--- config.mk ---
export PLATFORM = sky130hd
export DESIGN_NAME = evm_ballot_ctrl_flat
export DESIGN_NICKNAME = d
export VERILOG_FILES = /design/src/rtl/evm_ballot_ctrl_if.sv /design/src/rtl/evm_ballot_ctrl.sv /design/src/flat_wrapper.sv
export SDC_FILE = /design/constraint.sdc
export NUM_CORES = 1
export LEC_CHECK = 0
export CELL_PAD_IN_SITES_DETAIL_PLACEMENT = 0
export CELL_PAD_IN_SITES_GLOBAL_PLACEMENT = 1
export CORE_ASPECT_RATIO = 1.1
export CORE_MARGIN = 5
export CORE_UTILIZATION = 48
export CTS_CLUSTER_DIAMETER = 50
export DETAILED_ROUTE_END_ITERATION = 6
export PLACE_DENSITY_LB_ADDON = 0.1
export SLEW_MARGIN = 20
export SYNTH_ARGS = -nofsm -noshare
export SYNTH_HDL_FRONTEND = slang
export SYNTH_SLANG_ARGS = --single-unit
--- constraint.sdc ---
create_clock -name clk -period 5.2 [get_ports clk]
set_input_delay 1.3 -clock clk [delete_from_list [all_inputs] [get_ports clk]]
set_output_delay 1.3 -clock clk [all_outputs]
set_load 0.01 [all_outputs]
--- src/rtl/evm_ballot_ctrl_if.sv ---
// Purpose : bundles the EVM ballot controller's raw button inputs and tally-side outputs.
// Ports   : master = stimulus / officer panel side (drives buttons); slave = controller side.
// Notes   : all inputs are raw and asynchronous; the controller synchronizes them.
interface evm_ballot_ctrl_if;
   logic        ballot_btn;
   logic [2:0]  cand_btn;
   logic        close_poll;
   logic [2:0]  cand_out;
   logic        vote_strobe;
   logic        ballot_ready;
   logic        busy;
   logic        timeout_pulse;
   logic        voting_over;
   logic [15:0] votes_cast;

   modport master (
      output ballot_btn, cand_btn, close_poll,
      input  cand_out, vote_strobe, ballot_ready, busy, timeout_pulse, voting_over, votes_cast
   );

   modport slave (
      input  ballot_btn, cand_btn, close_poll,
      output cand_out, vote_strobe, ballot_ready, busy, timeout_pulse, voting_over, votes_cast
   );
endinterface

--- src/rtl/evm_ballot_ctrl.sv ---
// Purpose : arms the EVM for exactly one vote per officer button press, debounces and
//           de-duplicates candidate buttons, issues one vote pulse, then locks out.
// Ports   : clk, rst (async active-low), bus (slave modport: buttons in, tally controls out).
// Latency : ballot rise -> ARMED 2 edges after sampling; one-hot press -> CAST after
//           DEBOUNCE_CYCLES+1 edges; all outputs registered or decoded from registered state.
module evm_ballot_ctrl #(
   parameter int DEBOUNCE_CYCLES = 4,
   parameter int LOCKOUT_CYCLES  = 16,
   parameter int TIMEOUT_CYCLES  = 1000
) (
   input  logic             clk,
   input  logic             rst,
   evm_ballot_ctrl_if.slave bus
);
   typedef enum logic [2:0] {IDLE, ARMED, DEBOUNCE, CAST, LOCKOUT, CLOSED} state_t;

   localparam logic [8:0]  DEB_LIM = 9'(DEBOUNCE_CYCLES);
   localparam logic [8:0]  LCK_LIM = 9'(LOCKOUT_CYCLES);
   localparam logic [20:0] TMO_LIM = 21'(TIMEOUT_CYCLES);

   state_t      state, state_nxt;
   logic [2:0]  ballot_sync;   // [1] is the synchronized level, [2] the edge-detect history
   logic [1:0]  close_sync;
   logic [2:0]  cand_s1, cand_s2;
   logic        ballot_rise, close_req, cand_one_hot;
   logic [2:0]  cand_q, cand_nxt;
   logic [7:0]  dbc_q, dbc_nxt;
   logic [7:0]  lock_q, lock_nxt;
   logic [19:0] timer_q, timer_nxt;
   logic        tmo_q, tmo_nxt;
   logic [15:0] votes_q;
   logic [8:0]  dbc_inc, lock_inc;
   logic [20:0] timer_inc;

   always_ff @(posedge clk or negedge rst) begin
      if (!rst) begin
         ballot_sync <= '0;
         close_sync  <= '0;
         cand_s1     <= '0;
         cand_s2     <= '0;
      end else begin
         ballot_sync <= {ballot_sync[1:0], bus.ballot_btn};
         close_sync  <= {close_sync[0], bus.close_poll};
         cand_s1     <= bus.cand_btn;
         cand_s2     <= cand_s1;
      end
   end

   assign ballot_rise  = ballot_sync[1] & ~ballot_sync[2];
   assign close_req    = close_sync[1];
   assign cand_one_hot = (cand_s2 != 3'b000) && ((cand_s2 & (cand_s2 - 3'd1)) == 3'b000);

   // Increments are one bit wider so the limit compare never sees a wrapped value.
   assign dbc_inc   = {1'b0, dbc_q} + 9'd1;
   assign lock_inc  = {1'b0, lock_q} + 9'd1;
   assign timer_inc = {1'b0, timer_q} + 21'd1;

   always_ff @(posedge clk or negedge rst) begin
      if (!rst) begin
         state   <= IDLE;
         cand_q  <= '0;
         dbc_q   <= '0;
         lock_q  <= '0;
         timer_q <= '0;
         tmo_q   <= 1'b0;
         votes_q <= '0;
      end else begin
         state   <= state_nxt;
         cand_q  <= cand_nxt;
         dbc_q   <= dbc_nxt;
         lock_q  <= lock_nxt;
         timer_q <= timer_nxt;
         tmo_q   <= tmo_nxt;
         if (state == CAST && votes_q != 16'hFFFF)
            votes_q <= votes_q + 16'd1;
      end
   end

   always_comb begin
      state_nxt = state;
      cand_nxt  = cand_q;
      dbc_nxt   = dbc_q;
      lock_nxt  = lock_q;
      timer_nxt = timer_q;
      tmo_nxt   = 1'b0;
      case (state)
         IDLE: begin
            if (close_req) begin
               state_nxt = CLOSED;
            end else if (ballot_rise) begin
               state_nxt = ARMED;
               timer_nxt = '0;
               dbc_nxt   = '0;
            end
         end
         ARMED, DEBOUNCE: begin
            // The timer counts cycles of the whole armed window, ARMED and DEBOUNCE alike.
            timer_nxt = timer_inc[19:0];
            if (close_req) begin
               state_nxt = CLOSED;
            end else if (timer_inc >= TMO_LIM) begin
               state_nxt = IDLE;
               tmo_nxt   = 1'b1;
               dbc_nxt   = '0;
            end else if (state == DEBOUNCE && cand_s2 == cand_q) begin
               if (dbc_inc >= DEB_LIM)
                  state_nxt = CAST;
               else
                  dbc_nxt = dbc_inc[7:0];
            end else if (cand_one_hot) begin
               // New or changed single press: (re)latch and restart the debounce count.
               // A one-cycle debounce is already satisfied by this first sample.
               cand_nxt  = cand_s2;
               dbc_nxt   = 8'd1;
               state_nxt = (DEB_LIM <= 9'd1) ? CAST : DEBOUNCE;
            end else begin
               state_nxt = ARMED;
               dbc_nxt   = '0;
            end
         end
         CAST: begin
            state_nxt = LOCKOUT;
            lock_nxt  = '0;
         end
         LOCKOUT: begin
            // The count parks once the minimum dead time is met; exit then waits for release.
            if (lock_inc >= LCK_LIM) begin
               if (cand_s2 == 3'b000)
                  state_nxt = close_req ? CLOSED : IDLE;
            end else begin
               lock_nxt = lock_inc[7:0];
            end
         end
         CLOSED:  state_nxt = CLOSED;
         default: state_nxt = IDLE;
      endcase
   end

   assign bus.cand_out      = (state == CAST) ? cand_q : 3'b000;
   assign bus.vote_strobe   = (state == CAST);
   assign bus.ballot_ready  = (state == ARMED) || (state == DEBOUNCE);
   assign bus.busy          = (state == CAST) || (state == LOCKOUT);
   assign bus.timeout_pulse = tmo_q;
   assign bus.voting_over   = (state == CLOSED);
   assign bus.votes_cast    = votes_q;
endmodule

--- src/flat_wrapper.sv ---
// flat-port wrapper written by rule: the top's interface ports become plain ports
module evm_ballot_ctrl_flat 
#(
   parameter int DEBOUNCE_CYCLES = 4,
   parameter int LOCKOUT_CYCLES  = 16,
   parameter int TIMEOUT_CYCLES  = 1000
)
  (clk, rst, bus_ballot_btn, bus_cand_btn, bus_close_poll, bus_cand_out, bus_vote_strobe, bus_ballot_ready, bus_busy, bus_timeout_pulse, bus_voting_over, bus_votes_cast);
  evm_ballot_ctrl_if bus_i ();
  input  logic clk;
  input  logic rst;
  input wire logic [$bits(bus_i.ballot_btn)-1:0] bus_ballot_btn;
  input wire logic [$bits(bus_i.cand_btn)-1:0] bus_cand_btn;
  input wire logic [$bits(bus_i.close_poll)-1:0] bus_close_poll;
  output wire logic [$bits(bus_i.cand_out)-1:0] bus_cand_out;
  output wire logic [$bits(bus_i.vote_strobe)-1:0] bus_vote_strobe;
  output wire logic [$bits(bus_i.ballot_ready)-1:0] bus_ballot_ready;
  output wire logic [$bits(bus_i.busy)-1:0] bus_busy;
  output wire logic [$bits(bus_i.timeout_pulse)-1:0] bus_timeout_pulse;
  output wire logic [$bits(bus_i.voting_over)-1:0] bus_voting_over;
  output wire logic [$bits(bus_i.votes_cast)-1:0] bus_votes_cast;
  assign bus_i.ballot_btn = bus_ballot_btn;
  assign bus_i.cand_btn = bus_cand_btn;
  assign bus_i.close_poll = bus_close_poll;
  assign bus_cand_out = bus_i.cand_out;
  assign bus_vote_strobe = bus_i.vote_strobe;
  assign bus_ballot_ready = bus_i.ballot_ready;
  assign bus_busy = bus_i.busy;
  assign bus_timeout_pulse = bus_i.timeout_pulse;
  assign bus_voting_over = bus_i.voting_over;
  assign bus_votes_cast = bus_i.votes_cast;
  evm_ballot_ctrl #(.DEBOUNCE_CYCLES(DEBOUNCE_CYCLES), .LOCKOUT_CYCLES(LOCKOUT_CYCLES), .TIMEOUT_CYCLES(TIMEOUT_CYCLES)) u_core (.clk(clk), .rst(rst), .bus(bus_i));
endmodule
## Yosys cells after proc, flatten, opt, wreduce, memory -nomap -nowiden

Cells that the tools add are included.

| storage, ports and cells | value |
|---|---|
| register bits after elaboration | 70 |
| bits in latches | 0 |
| bits in writable memories | 0 |
| ROM bits | 0 |
| bits of input ports | 7 |
| output and inout port bits | 24 |
| logic and storage cells | 86 |
| memories kept | 0 |

| operators by class | value |
|---|---|
| add/sub/neg operators | 5 |
| multiply operators | 0 |
| divide/modulo/power cells | 0 |
| $lt $le $gt $ge | 3 |
| equality and inequality tests | 16 |
| shift-type cells | 0 |
| multiplexer cells | 28 |
| bitwise gates (word level) | 6 |
| reductions and logical operators | 17 |

Operators with widths:

| cell | number |
|---|---|
| 8-bit two-way mux | 7 |
| 20-bit two-way mux | 2 |
| 20-bit one-hot mux with 2 select lines | 1 |
| 8-bit one-hot mux with 2 select lines | 2 |
| 3-bit two-way mux | 10 |
| 20-bit by 1-bit adder with 21-bit output (second input constant) | 1 |
| 21-bit by 10-bit greater-or-equal comparator with 1-bit output (second input constant) | 1 |
| 8-bit by 1-bit adder with 9-bit output (second input constant) | 2 |
| 16-bit by 1-bit adder with 16-bit output (second input constant) | 1 |
| 16-bit != test (second input constant) | 1 |
| 3-bit one-hot mux with 5 select lines | 1 |
| 5-bit AND reduction | 2 |
| 9-bit by 3-bit greater-or-equal comparator with 1-bit output (second input constant) | 1 |
| 9-bit by 5-bit greater-or-equal comparator with 1-bit output (second input constant) | 1 |
| 3-bit zero test | 3 |
| 3-bit by 2-bit == test with 1-bit output (second input constant) | 2 |
| 3-bit == test (second input constant) | 2 |
| 2-bit by 1-bit != test with 1-bit output (second input constant) | 3 |
| 2-bit != test (second input constant) | 3 |
| 5-bit by 3-bit != test with 1-bit output (second input constant) | 1 |
| 1-bit two-way mux | 4 |
| 4-bit by 3-bit != test with 1-bit output (second input constant) | 1 |
| 1-bit inverter | 4 |
| 4-bit AND reduction | 1 |
| 14 further kinds | 18 |

## Logic depth before layout (Yosys ltp)

| depth | value |
|---|---|
| depth after elaboration | 9 |
| gate-level depth with buffers | 8 |
| depth with buffers taken out | 8 |

## Least setup slack after synthesis

Ideal clock, no wire load.

| timing | value |
|---|---|
| path kind | register to register |
| start | reg u_core.timer_q[4] |
| end | reg u_core.dbc_q[1] |
| setup time | 125 ps |
| arrival time | 2502 ps |
| required time | 5075 ps |
| path slack | 2573 ps |
| cell stages (with the launch flop) | 9 |
| path buffers | 1 |
| clock period less this slack | 2627 ps |
| cell sequence | dfrtp_1 -> buf_4 -> nand4_2 -> or4_4 -> nor4_2 -> nor3_1 -> nor4b_4 -> a31oi_4 -> mux2_4 |

| on the way | value |
|---|---|
| longest elaborated chain between the ends | 5 |
| elaborated cells on any way between the ends | 7 |
| those cells by class | add/sub: 1; order compare: 1; eq/ne: 1; mux: 3; reduce/logical: 1 |

Ends and longest elaborated chain:

| item | RTL line | RTL |
|---|---|---|
| start, declared | evm_ballot_ctrl.sv:29 | `logic [19:0] timer_q, timer_nxt;` |
| start signal, assigned | evm_ballot_ctrl.sv:72 | `timer_q <= timer_nxt;` |
| 20-bit by 1-bit adder with 21-bit output (*) | evm_ballot_ctrl.sv:56 | `assign timer_inc = {1'b0, timer_q} + 21'd1;` |
| 21-bit by 10-bit greater-or-equal comparator with 1-bit output (*) | evm_ballot_ctrl.sv:101 | `end else if (timer_inc >= TMO_LIM) begin` |
| 8-bit two-way mux | evm_ballot_ctrl.sv:101 |  |
| 8-bit two-way mux | evm_ballot_ctrl.sv:99 | `if (close_req) begin` |
| 8-bit one-hot mux with 2 select lines | evm_ballot_ctrl.sv:86 | `case (state)` |
| end signal, assigned | evm_ballot_ctrl.sv:70 | `dbc_q <= dbc_nxt;` |
| end, declared | evm_ballot_ctrl.sv:27 | `logic [7:0] dbc_q, dbc_nxt;` |

Mark *: on every way between the ends. The rest lies on a longest branch, timed or not. The select of a mux whose other input is x is not followed.
A chain may end at the register's enable or synchronous reset.

## Worst setup path after layout

| timing | value |
|---|---|
| start | reg u_core.state[1] |
| end | out bus_ballot_ready |

| on the way | value |
|---|---|
| longest elaborated chain between the ends | 2 |
| elaborated cells on any way between the ends | 3 |
| those cells by class | eq/ne: 2; reduce/logical: 1 |

Ends and longest elaborated chain:

| item | RTL line | RTL |
|---|---|---|
| start, declared | evm_ballot_ctrl.sv:21 | `state_t state, state_nxt;` |
| start signal, assigned | evm_ballot_ctrl.sv:68 | `state <= state_nxt;` |
| 3-bit by 1-bit == test with 1-bit output / 3-bit by 2-bit == test with 1-bit output (equally long branches) | evm_ballot_ctrl.sv:141 | `assign bus.ballot_ready = (state == ARMED) \|\| (state == DEBOUNCE);` |
| 1-bit logical OR (*) | evm_ballot_ctrl.sv:141 |  |
| end, declared | flat_wrapper.sv:17 | `output wire logic [$bits(bus_i.ballot_ready)-1:0] bus_ballot_ready;` |

Mark *: on every way between the ends. The rest lies on a longest branch, timed or not.

==> impl_metrics.ini <==
[synth]
syn_avg_cell_area_um2 = 9.76
netlist_area_um2 = 3520
syn_inst = 361
synth_edf_count = 0
synth-main-ff-cell = dfrtp_1
synth_seq_cells = 70
synth_cell_type_count = 51
mappedNetlistNets = 374
synthArstFlopShare = 1.00
yosysSeqAreaShare = 0.497
yosys_warnings = 0

[pwr]
peakVddDrop_uv = 125
pwr_density_cell_nw_per_um2 = 288
p_leak_uw = 0.00183

[floorplanning]
fp.dieW_um = 91.7
start_util = 0.497
dieArea_um2 = 9160
die_h_um = 99.9
rows = 32
coreArea_um2 = 7090
io_pins = 31

[timing]
finalSetupViolCount = 0
rsz0062_at_grt = false
hold_viol = 0
skew_ns = 0.0103
max_slew_margin = 0.401
worst_pin_slew_ns = 0.891
timing.setup.tns_ns = 0
finalCriticalPeriod_ns = 3.55
clock.fmax_ghz = 0.282
drv_slew = 0
fin_crit_sh = 0.683

[final_layout]
syn2layout_area_growth_pct = 17.1
fin_nets = 404
post-route-cell-area_um2 = 4130
diodes = 0
stdcell_count = 481
drive_gt1_frac = 0.0909

[routing]
wl_per_cell_um = 14.9
drt_first_pass_iters = 4
routed_wl_um = 7180
num_vias = 2690
drtIter0Drc = 80
via_per_inst = 5.59
antenna_left = 0
drc = 0

[clocking]
cts_root_buf = clkbuf_8
cts_buffer_depth = 2
cts_made_buffers = 9
htreeDepth = 3
post-cts-setup-buffer-count = 0
postCtsHoldBufs = 0
clk_latency_ns = 0.35
cts.clk_slew.worst_paths_ns = 0.09
cts_tree = yes
clock-sinks = 70
cts_resized = 0

[global_route]
antenna_found_initial = 0
grt_max_degree = 40
grt_pass1_vias = 2725
grtUsageTotal = 0.167
grt.overflow.total = 0
grt_pass1_wl_um = 12400

[place]
place_area_um2 = 3900
place_congestion = 0.765
hpwl_um = 4960
place_inst = 465
portBuffers = 30

[run_status]
outcome = finished clean

[job]
cap_viol_max_count = 0

[hold_path]
hp-class = flop to flop

[critical_path]
worstPathMaxFanout = 28
worstSetupPathType = flop to primary output
startpoint_type = flop
cp-end-kind = primary output
critPathArrivalTime_ns = 2.25
worstPathRequired_ns = 3.90
==> report_power, final <==
part	internal [uW]	switching [uW]
Combinational	37.8	46.4
Sequential	570	27.2
Clock	278	228
Total	885	301
==> final timing paths <==
check	to	slack [ns]	from	cells after the start
setup / recovery	bus_ballot_ready	1.65	u_core.state[1]$_DFFE_PN0P_	4
hold / removal	u_core.close_sync[1]$_DFF_PN0_	0.35	u_core.close_sync[0]$_DFF_PN0_	0
setup reg to reg	u_core.dbc_q[1]$_DFFE_PN0P_	2.21	u_core.timer_q[1]$_DFFE_PN0P_	8
hold reg to reg	u_core.close_sync[1]$_DFF_PN0_	0.35	u_core.close_sync[0]$_DFF_PN0_	0
max in group asynchronous	u_core.dbc_q[4]$_DFFE_PN0P_	3.25	rst	2
min in group asynchronous	u_core.bus.votes_cast[9]$_DFFE_PN0P_	0.98	rst	1
==> Yosys cell counts, types with 3 or more instances <==
| cell type | count | area, um2 |
|---|---|---|
| a21oi_1 | 7 | 35.0 |
| and2_1 | 10 | 62.6 |
| and3_1 | 7 | 43.8 |
| and4_1 | 4 | 35.0 |
| clkbuf_1 | 11 | 41.3 |
| dfrtp_1 | 70 | 1750 |
| ha_1 | 6 | 75.1 |
| inv_1 | 3 | 11.3 |
| mux2_2 | 5 | 56.3 |
| mux2i_1 | 3 | 30.0 |
| nand2_1 | 34 | 128 |
| nand2b_1 | 3 | 18.8 |
| nand3_1 | 22 | 110 |
| nand4_1 | 11 | 68.8 |
| nor2_1 | 34 | 128 |
| nor2b_1 | 8 | 50.1 |
| nor3_1 | 13 | 65.1 |
| o21ai_0 | 40 | 200 |
| o31ai_1 | 7 | 52.6 |
| xnor2_1 | 11 | 96.3 |
| xor2_1 | 14 | 123 |
==> final cells by class <==
type                    count  area (um2)
fillers                   629        2960
flip-flops and latches     70        1750
multi-input cells         274        1710
repair buffers             33         318
clock buffers               9         124
well taps                  85         106
clock inverters             7         103
inverters                   3        11.3
==> metrics by stage <==
step           worst slack [ns]  hold WS [ns]  total power (uW)   util
5_1_grt                    1.46         0.372              1240  0.582
3_5_place_dp               1.74         0.337               693  0.550
6_report                   1.65         0.355              1190  0.582
3_3_place_gp               1.77         0.335               691  0.550
4_1_cts                    1.32         0.357              1200  0.582
2_1_floorplan              2.57         0.331               659      -
==> metal layers <==
layer  global-route usage  share of wire
met2                0.279           0.46
met3               0.0330          0.032
met5                    0              0
met4               0.0709          0.014
met1                0.212           0.49
==> registers in the layout, indices dropped and copies added, names as in the netlist <==
| register | flops |
|---|---|
| u_core.cand_s2 | 3 |
| u_core.state | 3 |
| u_core.dbc_q | 8 |
| u_core.timer_q | 20 |
| u_core.cand_q | 3 |
| u_core.lock_q | 8 |
| u_core.close_sync | 2 |
| u_core.ballot_sync | 3 |
| u_core.bus.timeout_pulse | 1 |
| u_core.bus.votes_cast | 16 |
| u_core.cand_s1 | 3 |
==> worst max-delay path: stages (launching register included) <==
cell             delay, ns
dfrtp_1               0.60
xor2_1                0.22
nand2b_2              0.35
inv_1                 0.17
clkdlybuf4s50_1       0.55
==> cells in the final DEF (no fill, tap or decap), types with 9 or more instances in the layout <==
master / synthesis / layout
nor2_1: 34 / 34
xor2_1: 14 / 14
dfrtp_1: 70 / 70
nand4_1: 11 / 11
and2_1: 10 / 10
clkbuf_8: 0 / 9
clkdlybuf4s50_1: 0 / 29
nor3_1: 13 / 13
nand3_1: 22 / 22
o21ai_0: 40 / 40
nand2_1: 34 / 34
xnor2_1: 11 / 11
==> logic make-up after synthesis <==
family	after synthesis	share of synthesized area
mux	9	0.0288
fa+ha+maj	6	0.0213
simple gates	162	0.245
xor+xnor	25	0.0621
flops	70	0.497
buf+inv	17	0.0192
compound gates	72	0.127
Note: power is estimated with default switching activity, not from simulation.
